`config.mk`:
```
export PLATFORM = sky130hd
export DESIGN_NAME = horner_eval_fsm_flat
export DESIGN_NICKNAME = d
export VERILOG_FILES = /design/src/rtl/horner_eval_fsm_if.sv /design/src/rtl/horner_eval_fsm.sv /design/src/flat_wrapper.sv
export SDC_FILE = /design/constraint.sdc
export NUM_CORES = 1
export LEC_CHECK = 0
export CORE_UTILIZATION = 40
export DETAILED_ROUTE_END_ITERATION = 6
export SLEW_MARGIN = 10
export SYNTH_ARGS = -nofsm -noshare
export SYNTH_HDL_FRONTEND = slang
export SYNTH_SLANG_ARGS = --single-unit
export TNS_END_PERCENT = 1
```
`constraint.sdc`:
```
create_clock -name clk -period 15.21 [get_ports clk]
set_clock_uncertainty 0.1 [all_clocks]
set_input_delay 3.042 -clock clk [delete_from_list [all_inputs] [get_ports clk]]
set_output_delay 3.042 -clock clk [all_outputs]
set_load 0.03 [all_outputs]
```
`src/rtl/horner_eval_fsm_if.sv`:
```
// Start/operand/result bundle for the Horner polynomial evaluator.
// The master side issues starts and operands; the slave side is the evaluator.
interface horner_eval_fsm_if #(
  parameter int unsigned WIDTH  = 8,
  parameter int unsigned DEGREE = 2
);
  localparam int unsigned CW = (DEGREE + 1) * WIDTH;

  logic             w;
  logic [WIDTH-1:0] x;
  logic [CW-1:0]    coef;
  logic [1:0]       Y;
  logic             busy;
  logic             done;
  logic [WIDTH-1:0] result;
  logic             ovf;

  modport master (
    output w, x, coef,
    input  Y, busy, done, result, ovf
  );

  modport slave (
    input  w, x, coef,
    output Y, busy, done, result, ovf
  );
endinterface

```
`src/rtl/horner_eval_fsm.sv`:
```
// Multi-cycle unsigned polynomial evaluator using Horner's method:
// one shared multiply step and one shared add step per coefficient.
module horner_eval_fsm #(
  parameter int unsigned WIDTH  = 8,
  parameter int unsigned DEGREE = 2
) (
  input  logic                clk,
  input  logic                rst,
  horner_eval_fsm_if.slave    bus
);

  localparam int unsigned CW = (DEGREE + 1) * WIDTH;
  localparam int unsigned W1 = WIDTH + 1;
  localparam int unsigned W2 = 2 * WIDTH;
  localparam int unsigned IW = (DEGREE > 0) ? $clog2(DEGREE + 1) : 1;

  typedef enum logic [1:0] {
    IDLE = 2'd0,
    MUL  = 2'd1,
    ADD  = 2'd2,
    DONE = 2'd3
  } state_t;

  state_t           state_q, state_n;
  logic [WIDTH-1:0] x_q, x_n;
  logic [CW-1:0]    coef_q, coef_n;
  logic [WIDTH-1:0] acc_q, acc_n;
  logic [IW-1:0]    idx_q, idx_n;
  logic [WIDTH-1:0] result_q, result_n;
  logic             ovf_q, ovf_n;
  logic             busy_q, done_q;

  logic [W2-1:0]    full;
  logic [W1-1:0]    sum;
  logic [WIDTH-1:0] coef_sel;

  // State and datapath registers; busy/done are registered decodes of the next state
  always_ff @(posedge clk or posedge rst) begin
    if (rst) begin
      state_q  <= IDLE;
      x_q      <= '0;
      coef_q   <= '0;
      acc_q    <= '0;
      idx_q    <= '0;
      result_q <= '0;
      ovf_q    <= 1'b0;
      busy_q   <= 1'b0;
      done_q   <= 1'b0;
    end else begin
      state_q  <= state_n;
      x_q      <= x_n;
      coef_q   <= coef_n;
      acc_q    <= acc_n;
      idx_q    <= idx_n;
      result_q <= result_n;
      ovf_q    <= ovf_n;
      busy_q   <= (state_n == MUL) || (state_n == ADD);
      done_q   <= (state_n == DONE);
    end
  end

  // Next-state and datapath update
  always_comb begin
    state_n  = state_q;
    x_n      = x_q;
    coef_n   = coef_q;
    acc_n    = acc_q;
    idx_n    = idx_q;
    result_n = result_q;
    ovf_n    = ovf_q;

    coef_sel = coef_q[32'(idx_q) * WIDTH +: WIDTH];
    full     = W2'(acc_q) * W2'(x_q);
    sum      = W1'(acc_q) + W1'(coef_sel);

    case (state_q)
      IDLE: begin
        if (bus.w) begin
          x_n    = bus.x;
          coef_n = bus.coef;
          acc_n  = bus.coef[DEGREE * WIDTH +: WIDTH];
          ovf_n  = 1'b0;
          if (DEGREE >= 1) begin
            idx_n   = IW'(DEGREE - 1);
            state_n = MUL;
          end else begin
            result_n = bus.coef[WIDTH-1:0];
            state_n  = DONE;
          end
        end
      end
      MUL: begin
        acc_n = full[WIDTH-1:0];
        if (full[W2-1:WIDTH] != '0) ovf_n = 1'b1;
        state_n = ADD;
      end
      ADD: begin
        acc_n = sum[WIDTH-1:0];
        if (sum[WIDTH]) ovf_n = 1'b1;
        if (idx_q == '0) begin
          result_n = sum[WIDTH-1:0];
          state_n  = DONE;
        end else begin
          idx_n   = idx_q - IW'(1);
          state_n = MUL;
        end
      end
      DONE: state_n = IDLE;
      default: state_n = IDLE;
    endcase
  end

  assign bus.Y      = state_q;
  assign bus.busy   = busy_q;
  assign bus.done   = done_q;
  assign bus.result = result_q;
  assign bus.ovf    = ovf_q;

endmodule

```
`src/flat_wrapper.sv`:
```
// flat-port wrapper written by rule: the top's interface ports become plain ports
module horner_eval_fsm_flat 
#(
  parameter int unsigned WIDTH  = 8,
  parameter int unsigned DEGREE = 2
)
  (clk, rst, bus_w, bus_x, bus_coef, bus_Y, bus_busy, bus_done, bus_result, bus_ovf);
  horner_eval_fsm_if #(.WIDTH(WIDTH), .DEGREE(DEGREE)) bus_i ();
  input  logic clk;
  input  logic rst;
  input wire logic [$bits(bus_i.w)-1:0] bus_w;
  input wire logic [$bits(bus_i.x)-1:0] bus_x;
  input wire logic [$bits(bus_i.coef)-1:0] bus_coef;
  output wire logic [$bits(bus_i.Y)-1:0] bus_Y;
  output wire logic [$bits(bus_i.busy)-1:0] bus_busy;
  output wire logic [$bits(bus_i.done)-1:0] bus_done;
  output wire logic [$bits(bus_i.result)-1:0] bus_result;
  output wire logic [$bits(bus_i.ovf)-1:0] bus_ovf;
  assign bus_i.w = bus_w;
  assign bus_i.x = bus_x;
  assign bus_i.coef = bus_coef;
  assign bus_Y = bus_i.Y;
  assign bus_busy = bus_i.busy;
  assign bus_done = bus_i.done;
  assign bus_result = bus_i.result;
  assign bus_ovf = bus_i.ovf;
  horner_eval_fsm #(.WIDTH(WIDTH), .DEGREE(DEGREE)) u_core (.clk(clk), .rst(rst), .bus(bus_i));
endmodule
```
==> results_dict.tcl <==
set metrics [dict create \
    clk_latency_ns 0.30 \
    n_fill_cell 1155 \
    fin_nets 660 \
    drc_errors 0 \
    grt_usage_pct 18.46 \
    holdCritPathClass "register to register" \
    io_buffers 47 \
    syn_nets 630 \
    vias 3674 \
    rows 40 \
    worstSetupPathType "register to register" \
    die_y_um 112.8 \
    crit_chain "nand2_1 > fa_1 > fa_1 > fa_1 > inv_1 > fa_1 > ha_1 > inv_2 > a221oi_2 > o211ai_1 > or4_1 > a2111oi_0 > and4_1 > a211oi_1 > mux2_4" \
    crit_path_frequent_cell "fa_1" \
    cts_buffers 5 \
    synth-main-ff-cell "dfrtp_1" \
    wire_per_inst_um 15.82 \
    period_needed_ns 5.346 \
    status "completed" \
    fmax_ghz 0.1871 \
    worstPathArrival_ns 5.43 \
    synth_area_leader_cell "dfrtp_1" \
    multi_input_area_mm2 0.003186 \
    core-area_mm2 0.01201 \
    cts_tree "yes" \
    path_max_fanout 10 \
    ant_nets 0 \
    finalSetupViolCount 0 \
    ys_ff_latch 55 \
    post_cts_buffers 0 \
    ys_seq_area_share_pct 28.00 \
    clockRootBuffer "clkbuf_16" \
    synth.top_cell.area_share_pct 28.00 \
    yosys-top-cells-area "dfrtp_1 (28%), fa_1 (15%), ha_1 (13%), mux2_2 (8.7%), inv_1 (5.0%)" \
    drt-total-wl_um 10820 \
    final_cell_mix "inv_1 (65), nand2_1 (55), dfrtp_1 (55), ha_1 (51), clkdlybuf4s50_1 (47)" \
    die_area_mm2 0.01273 \
    hpwl_um 8655 \
    seqCellArea_mm2 0.001376 \
    clockBufferDepth 2 \
    critPathRequiredTime_ns 15.29 \
    clk_pin_slew_ns 0.07 \
    layout_commonest_cell "inv_1" \
    grt_overflow 0 \
    critPathSlowestCell "dfrtp_1" \
    synth_cell_type_count 46 \
    crit_path_max_incr_delay_ns 0.55 \
    antenna_found_initial 0 \
    n_antenna_cell 0 \
    postCtsHoldBufs 0 \
    avgSynthCellArea_um2 9.694 \
    ios 48 \
    via_per_inst 5.371 \
    postLayoutCellArea_mm2 0.005642 \
    syn_inst 507 \
    placed_cell_area_mm2 0.005483 \
    rsz0062_at_grt "false" \
    start_util_pct 40.92 \
    htreeDepth 2 \
    area_growth_syn_to_layout_pct 14.79 \
    crit_buf_inv 2 \
    first_pass_iters 4 \
    cts.sinks 55 \
    finalHoldViolCount 0 \
    yosys_warnings 0 \
    synth-edff-count 0 \
    cts_resized 0 \
    relSlewSlack_pct 51.80 \
    critPathTopFamily "adder cells" \
    grt_max_degree 56 \
    fin_tns_setup_ns 0 \
    period_share_pct 35.15 \
    layout-drive-gt1-share_pct 9.497 \
    maxSlewViolCount 0 \
    netlist_area_mm2 0.004915 \
    async_reset_ff_share_pct 100.0 \
    startpoint_type "register" \
    max_cap_violations 0 \
    drtIter0Drc 119 \
    grt_pass1_vias 3851 \
    globalplace.congestion 0.8161 \
    grt_pass1_wl_um 18770 \
    die_w_um 112.8 \
    tightest_slew_ns 0.7231 \
    endpoint_kind "register" \
]
per-layer routing:
metal	vias to the layer above	track usage [%]	wire length (um)
met5	-	0	0
met4	0	7.289	320
met3	23	3.053	445
met2	105	31.44	5392
met1	1809	23.44	4660
li1	1737	-	-
tightest hold or removal path, stage by stage, from the launching register on:
cell	delay (ns)
dfrtp_1	0.34
nand2_1	0.05
o21ai_0	0.06
flip-flops by register name (all words and copies together) (netlist names):
name / count
u_core.bus.busy: 1
u_core.bus.Y: 2
u_core.coef_q: 24
u_core.idx_q: 2
u_core.bus.ovf: 1
u_core.acc_q: 8
u_core.bus.result: 8
u_core.bus.done: 1
u_core.x_q: 8
cell families after synthesis:
| family | count (synthesis) | synth area share, % |
|---|---|---|
| fa+ha+maj | 88 | 28.05 |
| mux | 50 | 11.28 |
| simple gates | 131 | 13.01 |
| flops | 55 | 28.00 |
| buf+inv | 93 | 7.179 |
| compound gates | 78 | 10.34 |
| xor+xnor | 12 | 2.138 |
cell type report:
type / count / area share (%)
multi-input combinational: 359 / 56.46
sequential: 55 / 24.40
timing repair buffer: 49 / 8.605
inverter: 67 / 4.458
tap: 147 / 3.260
clock buffer: 6 / 2.284
clock inverter: 1 / 0.5323
stage by stage:
| stage | util (%) | worst slack [ns] | hold slack, ns | instances |
|---|---|---|---|---|
| 2_1_floorplan | - | 10.16 | 0.3787 | 507 |
| 3_3_place_gp | 45.65 | 9.954 | 0.3704 | 677 |
| 3_5_place_dp | 45.65 | 9.879 | 0.3742 | 677 |
| 4_1_cts | 46.97 | 9.863 | 0.3890 | 684 |
| 5_1_grt | 46.97 | 9.508 | 0.4166 | 684 |
| 6_report | 46.97 | 9.864 | 0.3830 | 684 |
final timing paths:
kind	from	to	slack, ns	depth (start not counted)
worst max-delay path	u_core.acc_q[2]$_DFFE_PP0P_	u_core.bus.ovf$_DFFE_PP0P_	9.86	15
worst min-delay path	u_core.bus.result[2]$_DFFE_PP0P_	u_core.bus.result[2]$_DFFE_PP0P_	0.38	2
worst max register to register	u_core.acc_q[2]$_DFFE_PP0P_	u_core.bus.ovf$_DFFE_PP0P_	9.86	15
worst min register to register	u_core.bus.result[2]$_DFFE_PP0P_	u_core.bus.result[2]$_DFFE_PP0P_	0.38	2
max in group asynchronous	rst	u_core.coef_q[14]$_DFFE_PP0P_	11.37	3
min in group asynchronous	rst	u_core.acc_q[0]$_DFFE_PP0P_	3.15	3
synthesized netlist by cell type (2+ instances only):
cell / n
a221oi_1: 5
o31ai_1: 6
o21ai_0: 19
fa_1: 37
ha_1: 51
and2_1: 31
nor3_1: 5
a211oi_1: 4
nand3b_1: 2
nand3_1: 4
nor2_1: 17
a21o_1: 7
and4_1: 2
mux2i_1: 10
clkbuf_1: 20
nand4_1: 2
o211ai_1: 4
o21ai_1: 2
xor2_1: 4
nor3b_1: 2
inv_1: 66
xnor2_1: 8
buf_2: 3
dfrtp_1: 55
mux2_2: 38
nand2_1: 55
a2111oi_0: 3
nor2b_1: 3
buf_1: 3
and3_1: 4
a21oi_1: 18
o21bai_1: 3
Power is not shown: default switching activity piles up to over one toggle a cycle in this logic, so the estimate is an artifact.
